==> config.mk <==
export PLATFORM = sky130hd
export DESIGN_NAME = div_datapath_flat
export DESIGN_NICKNAME = d
export VERILOG_FILES = /design/src/rtl/div_datapath_pkg.sv /design/src/rtl/div_datapath_if.sv /design/src/rtl/div_datapath_negate32.sv /design/src/rtl/div_datapath.sv /design/src/flat_wrapper.sv
export SDC_FILE = /design/constraint.sdc
export NUM_CORES = 1
export LEC_CHECK = 0
export CORE_ASPECT_RATIO = 1.4
export CORE_UTILIZATION = 51
export CTS_CLUSTER_SIZE = 16
export DETAILED_ROUTE_END_ITERATION = 10
export DONT_BUFFER_PORTS = 1
export PLACE_DENSITY = 0.77
export SLEW_MARGIN = 25
export SYNTH_ARGS = -nofsm -noshare
export SYNTH_HDL_FRONTEND = slang
export SYNTH_HIERARCHICAL = 1
export SYNTH_SLANG_ARGS = --single-unit
==> constraint.sdc <==
create_clock -name clk -period 3.1 [get_ports clk]
set_clock_uncertainty 0.2 [all_clocks]
set_input_delay 0.31 -clock clk [delete_from_list [all_inputs] [get_ports clk]]
set_output_delay 0.31 -clock clk [all_outputs]
set_load 0.01 [all_outputs]
==> src/rtl/div_datapath_pkg.sv <==
// Shared widths and the two's-complement helpers used by the division datapath.
package div_datapath_pkg;

  localparam int unsigned DIV_WIDTH = 32;
  localparam int unsigned DIV_ITERS = 32;

  typedef logic [DIV_WIDTH-1:0] word_t;

  function automatic word_t negate(input word_t x);
    return ~x + word_t'(1);
  endfunction

  // Magnitude as unsigned, so abs(0x80000000) stays 0x80000000.
  function automatic word_t abs(input word_t x);
    return x[DIV_WIDTH-1] ? negate(x) : x;
  endfunction

endpackage

==> src/rtl/div_datapath_if.sv <==
// Operand, div_ctrl handshake and result signals of the division datapath.
interface div_datapath_if;
  import div_datapath_pkg::*;

  logic  ctrl_div;
  word_t dividend;
  word_t divisor;
  logic  first_cycle;
  logic  data_res_rdy;
  word_t chosen_add;
  word_t pos_divisor;
  logic  div_select;
  word_t quotient;
  logic  data_exception;
  logic  data_result_rdy;
  logic  busy;

  modport master (
    output ctrl_div, dividend, divisor, first_cycle, data_res_rdy, chosen_add,
    input  pos_divisor, div_select, quotient, data_exception, data_result_rdy, busy
  );

  modport slave (
    input  ctrl_div, dividend, divisor, first_cycle, data_res_rdy, chosen_add,
    output pos_divisor, div_select, quotient, data_exception, data_result_rdy, busy
  );

endinterface

==> src/rtl/div_datapath_negate32.sv <==
// Conditional two's-complement negator: y = en ? -a : a.
module negate32
  import div_datapath_pkg::*;
(
  input  word_t a,
  input  logic  en,
  output word_t y
);

  assign y = en ? negate(a) : a;

endmodule

==> src/rtl/div_datapath.sv <==
// Non-restoring signed divider datapath driven by div_ctrl's count-derived flags.
module div_datapath
  import div_datapath_pkg::*;
#(
  parameter int unsigned WIDTH = DIV_WIDTH
) (
  input logic           clk,
  input logic           reset,
  div_datapath_if.slave bus
);

  logic [WIDTH:0]   a_q, a_d, a_iter;
  logic [WIDTH-1:0] q_q, q_d;
  logic [WIDTH-1:0] pos_divisor_q, pos_divisor_d;
  logic [WIDTH-1:0] quotient_q, quotient_d;
  logic             sn_q, sn_d, sd_q, sd_d, z_q, z_d;
  logic             busy_q, busy_d;
  logic             exc_q, exc_d;
  logic             rdy_q, rdy_d;
  logic             div_select;
  word_t            abs_dividend, abs_divisor, q_signed;

  negate32 u_abs_dividend (
    .a  (bus.dividend),
    .en (bus.dividend[WIDTH-1]),
    .y  (abs_dividend)
  );

  negate32 u_abs_divisor (
    .a  (bus.divisor),
    .en (bus.divisor[WIDTH-1]),
    .y  (abs_divisor)
  );

  negate32 u_sign_fix (
    .a  (q_q),
    .en (sn_q ^ sd_q),
    .y  (q_signed)
  );

  assign div_select = ~a_q[WIDTH];

  // Top bit of the addend tracks div_select so that -2^31 sign-extends correctly.
  assign a_iter = {a_q[WIDTH-1:0], q_q[WIDTH-1]} + {div_select, bus.chosen_add};

  always_comb begin
    a_d           = a_q;
    q_d           = q_q;
    pos_divisor_d = pos_divisor_q;
    quotient_d    = quotient_q;
    sn_d          = sn_q;
    sd_d          = sd_q;
    z_d           = z_q;
    busy_d        = busy_q;
    exc_d         = exc_q;
    rdy_d         = 1'b0;
    if (bus.ctrl_div) begin
      a_d           = '0;
      q_d           = abs_dividend;
      pos_divisor_d = abs_divisor;
      sn_d          = bus.dividend[WIDTH-1];
      sd_d          = bus.divisor[WIDTH-1];
      z_d           = (bus.divisor == '0);
      busy_d        = 1'b1;
      exc_d         = 1'b0;
    end else if (busy_q && bus.data_res_rdy) begin
      quotient_d = z_q ? '0 : q_signed;
      exc_d      = z_q;
      rdy_d      = 1'b1;
      busy_d     = 1'b0;
    end else if (busy_q) begin
      a_d = a_iter;
      q_d = {q_q[WIDTH-2:0], ~a_iter[WIDTH]};
    end
  end

  always_ff @(posedge clk or negedge reset) begin
    if (!reset) begin
      a_q           <= '0;
      q_q           <= '0;
      pos_divisor_q <= '0;
      quotient_q    <= '0;
      sn_q          <= 1'b0;
      sd_q          <= 1'b0;
      z_q           <= 1'b0;
      busy_q        <= 1'b0;
      exc_q         <= 1'b0;
      rdy_q         <= 1'b0;
    end else begin
      a_q           <= a_d;
      q_q           <= q_d;
      pos_divisor_q <= pos_divisor_d;
      quotient_q    <= quotient_d;
      sn_q          <= sn_d;
      sd_q          <= sd_d;
      z_q           <= z_d;
      busy_q        <= busy_d;
      exc_q         <= exc_d;
      rdy_q         <= rdy_d;
    end
  end

  assign bus.pos_divisor     = pos_divisor_q;
  assign bus.div_select      = div_select;
  assign bus.quotient        = quotient_q;
  assign bus.data_exception  = exc_q;
  assign bus.data_result_rdy = rdy_q;
  assign bus.busy            = busy_q;

  // The first iteration must see the remainder freshly cleared by the start edge.
  first_iter_aligned : assert property (@(posedge clk) disable iff (!reset)
    (busy_q && bus.first_cycle && !bus.ctrl_div) |-> (a_q == '0));

endmodule

==> src/flat_wrapper.sv <==
// flat-port wrapper written by rule: the top's interface ports become plain ports
module div_datapath_flat import div_datapath_pkg::*;
#(
  parameter int unsigned WIDTH = DIV_WIDTH
)
  (clk, reset, bus_ctrl_div, bus_dividend, bus_divisor, bus_first_cycle, bus_data_res_rdy, bus_chosen_add, bus_pos_divisor, bus_div_select, bus_quotient, bus_data_exception, bus_data_result_rdy, bus_busy);
  div_datapath_if bus_i ();
  input logic clk;
  input logic reset;
  input wire logic [$bits(bus_i.ctrl_div)-1:0] bus_ctrl_div;
  input wire logic [$bits(bus_i.dividend)-1:0] bus_dividend;
  input wire logic [$bits(bus_i.divisor)-1:0] bus_divisor;
  input wire logic [$bits(bus_i.first_cycle)-1:0] bus_first_cycle;
  input wire logic [$bits(bus_i.data_res_rdy)-1:0] bus_data_res_rdy;
  input wire logic [$bits(bus_i.chosen_add)-1:0] bus_chosen_add;
  output wire logic [$bits(bus_i.pos_divisor)-1:0] bus_pos_divisor;
  output wire logic [$bits(bus_i.div_select)-1:0] bus_div_select;
  output wire logic [$bits(bus_i.quotient)-1:0] bus_quotient;
  output wire logic [$bits(bus_i.data_exception)-1:0] bus_data_exception;
  output wire logic [$bits(bus_i.data_result_rdy)-1:0] bus_data_result_rdy;
  output wire logic [$bits(bus_i.busy)-1:0] bus_busy;
  assign bus_i.ctrl_div = bus_ctrl_div;
  assign bus_i.dividend = bus_dividend;
  assign bus_i.divisor = bus_divisor;
  assign bus_i.first_cycle = bus_first_cycle;
  assign bus_i.data_res_rdy = bus_data_res_rdy;
  assign bus_i.chosen_add = bus_chosen_add;
  assign bus_pos_divisor = bus_i.pos_divisor;
  assign bus_div_select = bus_i.div_select;
  assign bus_quotient = bus_i.quotient;
  assign bus_data_exception = bus_i.data_exception;
  assign bus_data_result_rdy = bus_i.data_result_rdy;
  assign bus_busy = bus_i.busy;
  div_datapath #(.WIDTH(WIDTH)) u_core (.clk(clk), .reset(reset), .bus(bus_i));
endmodule
==> run_results.csv, run 1 <==
group,metric,value,unit
final_layout,final_util,0.616,
clocking,cts_buffer_depth,2,
setup_path,critical_path.cell_chain,"ha_2 > inv_2 > fa_2 > nand2b_4 > a21oi_4 > o21ai_2 > o21ai_2 > buf_6 > a31oi_2 > a21oi_2 > a41oi_2 > a2bb2oi_2 > xor2_1 > a22o_1",
clocking,root_buffer,"clkbuf_16",
yosys,synth_nets,1160,
power_and_ir_drop,p_leak,4.69,nW
yosys,synth_cell_types,63,
status,status,"finished, violations left",
yosys,synthMuxAreaShare,0.0765,
yosys,synthArstFlopShare,1.00,
clocking,numCtsBuffers,17,
flow_run,maxCapViolCount,0,
setup_path,crit_slowest_cell,"dfrtp_1",
final_layout,areaGrowthSynthToFinish,17.9,%
yosys,synth_top_area_frac,0.357,
routing,top_layer,"met4",
timing,hold_violations,135,
setup_path,critPathKind,"reg -> reg",
routing,drt_iter0_markers,493,
clocking,worstSkewPairLatency,410,ps
yosys,yosys.area_share.xor_xnor,0.108,
floorplanning,dieArea,19100,um2
setup_path,path_max_fanout,4,
floorplanning,die_x,117,um
routing,drc,0,
timing,tightest_slew,903,ps
place,dpl.hpwl,16000,um
yosys,yosys.area_share.simple,0.187,
routing,wl_met1,9560,um
global_routing,overflow,0,
yosys,synthAdderAreaFrac,0.0485,
floorplanning,die_y,163,um
setup_path,cp-start-kind,"flip-flop",
global_routing,grt_antenna_before_repair,0,
yosys,synthCells,1023,
yosys,synth_seq_area_share,0.357,
place,io_buffers,0,
setup_path,crit_required,3200,ps
routing,vias,7904,
final_layout,fill_cells,1427,
floorplanning,initial_core_util,0.523,
routing,dr_wl_met3,1870,um
routing,via_per_inst,5.92,
floorplanning,core-area,18100,um2
timing,rsz0062_at_grt,"yes",
timing,min_period,3000,ps
clocking,clkTransAtPathRegs,60,ps
setup_path,worstReg2RegStart,"u_core/q_q[31]",
yosys,synth.avg_cell_area,9.24,um2
final_layout,mostFrequentLayoutCells,"nand2_1 (181), dfrtp_1 (135), xnor2_1 (108)",
final_layout,layout_commonest_cell,"nand2_1",
min_path,hold_path_class,"in -> async",
final_layout,layout.nets,1220,
timing,drv_slew,0,
place,routabilityCongestion,0.932,
yosys,syn_area,9450,um2
clocking,cts.sinks,135,
setup_path,end_kind,"flip-flop",
routing,route.met2.wl,11800,um
yosys,synth_edf_count,0,
routing,ant_nets,0,
timing,whs,-615,ps
yosys,synth_seq_cells,135,
routing,wl,23800,um
yosys,synth_area_leaders,"dfrtp_1 (36%), xnor2_1 (10%), nand2_1 (7.2%), o21ai_0 (5.7%), ha_1 (4.6%)",
yosys,synth_top_area_cell,"dfrtp_1",
timing,fmax,0.333,GHz
setup_path,crit-reg2reg-capture,"u_core/a_q[30]",
global_routing,grt_pass1_vias,7885,
yosys,yosysWarnings,6,
setup_path,critPathArrivalTime,3100,ps
yosys,ys.flop_type,"dfrtp_1",
power_and_ir_drop,p_per_area,538,nW/um2
clocking,cts_tree,"done",
timing,slew_headroom,0.398,
yosys,synth_compound_gate_area_share,0.192,
global_routing,grt_first_pass_wirelength,37800,um
final_layout,drive_above_1_share,0.130,
setup_path,critPathMaxStageDelay,360,ps
global_routing,grt_usage,0.253,
setup_path,cp_num_buf_inv,2,
floorplanning,num_rows,58,
clocking,htree_levels,4,
status,violations,"negative hold slack",
floorplanning,io_pins,169,
timing,tns,0,ps
power_and_ir_drop,ir_drop,0.394,mV
routing,wl_per_cell,17.8,um
timing,finalSetupViolCount,0,
setup_path,reg2reg_slack,100,ps
yosys,synth_top_family_by_area,"compound AO/OA/AOI/OAI gates",
clocking,cts_hold_buf,77,
setup_path,cp_common_cell,"o21ai_2",
power_and_ir_drop,p_total,5.99,mW
routing,drt_first_pass_iters,5,
setup_path,path_delay_family,"compound AO/OA/AOI/OAI gates",
setup_path,reg2reg_depth,14,
final_layout,n_antenna_cell,0,
timing,finalCritPeriodShare,0.968,
global_routing,grt_max_degree,136,
==> cell type report <==
| class | count | area [um2] | share of cell area |
|---|---|---|---|
| multi-input cells | 817 | 5870 | 0.527 |
| clock inverters | 14 | 151 | 0.0136 |
| repair buffers | 95 | 940 | 0.0844 |
| inverters | 17 | 63.8 | 0.00573 |
| flip-flops and latches | 135 | 3380 | 0.303 |
| clock buffers | 18 | 439 | 0.0394 |
| well taps | 240 | 300 | 0.0270 |
==> logic make-up after synthesis <==
family	count (synthesis)
buffers and inverters	71
and+or+nand+nor	332
AOI/OAI and AO/OA	264
adders and majority gates	36
xor gates and xnor gates	117
muxes	68
DFF	135
==> flip-flops by register name (all words and copies together), names as in the netlist <==
| name | cells |
|---|---|
| u_core/q_q | 32 |
| u_core/bus.data_result_rdy | 1 |
| u_core/bus.data_exception | 1 |
| u_core/bus.pos_divisor | 32 |
| u_core/sd_q | 1 |
| u_core/a_q | 33 |
| u_core/sn_q | 1 |
| u_core/bus.quotient | 32 |
| u_core/bus.busy | 1 |
| u_core/z_q | 1 |
==> stage by stage <==
step                cells  instance area (um2)  setup WS [ps]
global placement     1224                 9670          -1.74
floorplan            1023                 9450          0.120
CTS                  1333                11100           39.8
global route         1336                11100          -56.6
detailed placement   1224                 9670          -59.3
finish               1336                11100           98.9
==> power by group <==
group	internal, mW	leakage [nW]	total, mW	switching (mW)
logic	0.770	2.71	1.53	0.762
registers	2.06	1.68	2.46	0.397
clock network	1.21	0.287	2.00	0.790
total	4.04	4.69	5.99	1.95
==> worst register-to-register path: cells and delay by family (launching register included) <==
family	cells	cell delay (ps)
buf+inv	2	180
fa+ha+maj	2	520
simple gates	1	160
compound gates	8	1400
flops	1	360
xor+xnor	1	80
==> how the worst max path moves through the flow <==
stage	slack [ps]	depth (start not counted)	startpoint	to
2_1_floorplan	0.1	13	u_core/q_q[31]	u_core/a_q[32]
3_3_place_gp	-2	14	u_core/q_q[31]	u_core/a_q[32]
3_5_place_dp	-60	14	u_core/q_q[31]	u_core/a_q[30]
4_1_cts	40	14	u_core/q_q[31]	u_core/a_q[30]
5_1_grt	-60	14	u_core/q_q[31]	u_core/a_q[30]
6_report	100	14	u_core/q_q[31]	u_core/a_q[30]
==> routing by layer <==
| metal | global-route usage | up-vias |
|---|---|---|
| met5 | 0 | - |
| met4 | 0.102 | 0 |
| met3 | 0.0850 | 47 |
| met2 | 0.432 | 280 |
| met1 | 0.286 | 3780 |
| li1 | - | 3797 |
==> repair_timing <==
action,CTS,global route
hold endpoints to repair,228,135
gates resized for setup,4,11
setup endpoints to repair,5,8
pin swaps,3,7
buffers inserted,0,3
==> cell usage after synthesis (4+ instances only) <==
cell,n
xor2_1,9
o41ai_2,13
nand3_1,14
mux2i_1,34
a22o_1,8
ha_1,35
buf_4,4
or3_1,6
mux2_2,34
nand4_1,14
a31oi_1,4
o21ai_0,108
or2b_1,6
o41ai_1,16
inv_1,17
or2_2,4
nor2_1,27
nor2b_1,7
o31ai_1,24
a21oi_1,44
nor4_1,12
nor4_4,12
a21o_1,19
dfrtp_1,135
xnor2_1,108
clkbuf_1,37
nand2_1,181
nor3_1,11
nand2b_1,18
buf_1,11
Power figures use the tool's default switching activity.
==> inputs of run 2 (changes only) <==
--- a/config.mk
+++ b/config.mk
@@ -8,8 +8,10 @@
 export CORE_ASPECT_RATIO = 1.4
 export CORE_UTILIZATION = 51
+export CTS_CLUSTER_DIAMETER = 40
 export CTS_CLUSTER_SIZE = 16
 export DETAILED_ROUTE_END_ITERATION = 10
 export DONT_BUFFER_PORTS = 1
 export PLACE_DENSITY = 0.77
+export SKIP_CTS_REPAIR_TIMING = 1
 export SLEW_MARGIN = 25
 export SYNTH_ARGS = -nofsm -noshare
==> constraint.sdc (replaced) <==
create_clock -name clk -period 3.1 [get_ports clk]
set_clock_uncertainty 0.2 [all_clocks]
set_input_delay 0.465 -clock clk [delete_from_list [all_inputs] [get_ports clk]]
set_output_delay 0.465 -clock clk [all_outputs]
set_load 0.01 [all_outputs]
==> run 2 against run 1 <==
  * The run ends with negative hold slack, negative setup slack left
  * Via count down 4.5%
  * Utilization fell by 3.0 points
  * Cell count is 3.9% lower
  * Count of clock-buffer cells in the layout decreased by 1
  * Sequential cell count unchanged
  * Hold slack better by 150 ps
  * Combinational power shrank 5%
  * First-iteration DRC count down 16%
  * Power fell by 0.89%
  * Global-route usage is 2.0 points lower
  * Largest power group unchanged
==> run_results.csv, run 2 (synthesis results as in run 1) <==
group,metric,value,unit
status,status,"finished, violations left",
status,violations,"negative hold slack, negative setup slack",
global_routing,grt_usage,0.233,
routing,ant_nets,0,
final_layout,layout_commonest_cell,"nand2_1",
floorplanning,core-area,18100,um2
final_layout,fill_cells,1564,
global_routing,grt_max_degree,136,
timing,slew_headroom,0.400,
setup_path,critPathArrivalTime,3320,ps
min_path,hold_path_class,"in -> async",
routing,drt_iter0_markers,414,
timing,finalSetupViolCount,3,
setup_path,path_delay_family,"compound AO/OA/AOI/OAI gates",
power_and_ir_drop,p_leak,4.50,nW
place,routabilityCongestion,0.929,
power_and_ir_drop,p_per_area,561,nW/um2
place,place_ws,-149,ps
final_layout,final_util,0.586,
clocking,numCtsBuffers,17,
routing,wl,22300,um
clocking,cts.sinks,135,
timing,whs,-466,ps
final_layout,areaGrowthSynthToFinish,12.1,%
final_layout,top_register,"u_core/a_q",
setup_path,crit_slowest_cell,"dfrtp_1",
global_routing,grt_first_pass_wirelength,35000,um
setup_path,critPathMaxStageDelay,410,ps
clocking,worstSkewPairLatency,410,ps
timing,fin_ws,-78.5,ps
setup_path,critical_path.cell_chain,"ha_2 > inv_2 > fa_2 > nand2b_4 > a21oi_4 > o21ai_2 > o21ai_2 > a311oi_2 > o41ai_2 > buf_4 > a221oi_2 > xnor2_1 > or3_1 > a21oi_2",
final_layout,postLayoutCellArea,10600,um2
floorplanning,io_pins,169,
timing,min_period,3180,ps
final_layout,largest_register_ffs,33,
timing,tightest_slew,899,ps
timing,fmax,0.315,GHz
global_routing,grt_pass1_vias,7225,
timing,tns,-95.7,ps
power_and_ir_drop,ir_drop,0.380,mV
routing,drc,0,
floorplanning,die_x,117,um
setup_path,cp_common_cell,"o21ai_2",
setup_path,cp-start-kind,"flip-flop",
setup_path,path_max_fanout,2,
final_layout,n_antenna_cell,0,
timing,finalCritPeriodShare,1.03,
clocking,root_buffer,"clkbuf_16",
clocking,cts_buffer_depth,2,
global_routing,grt_antenna_before_repair,0,
floorplanning,initial_core_util,0.523,
setup_path,end_kind,"flip-flop",
place,placed_area,9720,um2
place,dpl.hpwl,15800,um
floorplanning,num_rows,58,
routing,wl_per_cell,17.4,um
flow_run,maxCapViolCount,0,
final_layout,drive_above_1_share,0.138,
place,io_buffers,0,
routing,vias,7550,
clocking,clkTransAtPathRegs,70,ps
setup_path,crit_required,3250,ps
routing,via_per_inst,5.88,
final_layout,layout.nets,1168,
clocking,htree_levels,4,
clocking,cts_tree,"done",
setup_path,cp_num_buf_inv,2,
floorplanning,dieArea,19100,um2
timing,hold_violations,135,
final_layout,mostFrequentLayoutCells,"nand2_1 (181), dfrtp_1 (135), xnor2_1 (107)",
global_routing,overflow,0,
timing,rsz0062_at_grt,"yes",
floorplanning,die_y,163,um
routing,drt_first_pass_iters,5,
timing,drv_slew,0,
setup_path,critPathKind,"reg -> reg",
==> run 2: cell types whose count changed in the layout (fill, tap and decap cells not counted), sizes merged <==
cell / change
dlygate4sd3: -55
clkbuf: -1
clkinvlp: +1
inv: +4
clkinv: -4
buf: +3
==> run 2: worst reg2reg max path: stages (launching register included) <==
cell,delay [ps]
dfrtp_1,410
ha_2,210
inv_2,40
fa_2,330
nand2b_4,160
a21oi_4,130
o21ai_2,80
o21ai_2,160
a311oi_2,130
o41ai_2,370
buf_4,180
a221oi_2,60
xnor2_1,140
or3_1,390
a21oi_2,120
==> run 2: layout make-up <==
class                   count  area, um2  share of cell area
inverters                  17       63.8             0.00603
multi-input cells         817       5860               0.553
flip-flops and latches    135       3380               0.319
repair buffers             43        400              0.0378
clock buffers              17        425              0.0402
well taps                 240        300              0.0284
clock inverters            15        166              0.0157
==> run 2: path summary, 6_finish.rpt <==
path                                              end  slack, ps  cells past startpoint      startpoint
min                        u_core/bus.pos_divisor[21]       -470                      0           reset
max reg2reg                            u_core/a_q[32]        -80                     14  u_core/q_q[31]
max                                    u_core/a_q[32]        -80                     14  u_core/q_q[31]
min in group clk                           u_core/z_q         10                      1    bus_ctrl_div
max in group asynchronous              u_core/q_q[14]       2950                      0           reset
min reg2reg                            u_core/a_q[26]        310                      1  u_core/a_q[26]
==> run 2: per-layer routing <==
| metal | global-route usage | routed length, um | part of all wire |
|---|---|---|---|
| met2 | 0.395 | 11000 | 0.49 |
| met4 | 0.0829 | 473 | 0.021 |
| met3 | 0.0776 | 1780 | 0.080 |
| met5 | 0 | 0 | 0 |
| met1 | 0.272 | 9010 | 0.40 |
==> run 2: metrics by stage <==
step	power, mW	std cells
after floorplan	3.55	1023
after global placement	3.81	1229
after detailed placement	3.86	1229
after CTS	5.90	1261
after global routing	6.26	1284
final	5.94	1284
==> run 2: power breakdown <==
part	leakage, nW	switching [mW]	internal [mW]	total, mW
logic	2.53	0.712	0.736	1.45
registers	1.68	0.406	2.06	2.47
clock network	0.282	0.823	1.20	2.02
total	4.50	1.94	4.00	5.94
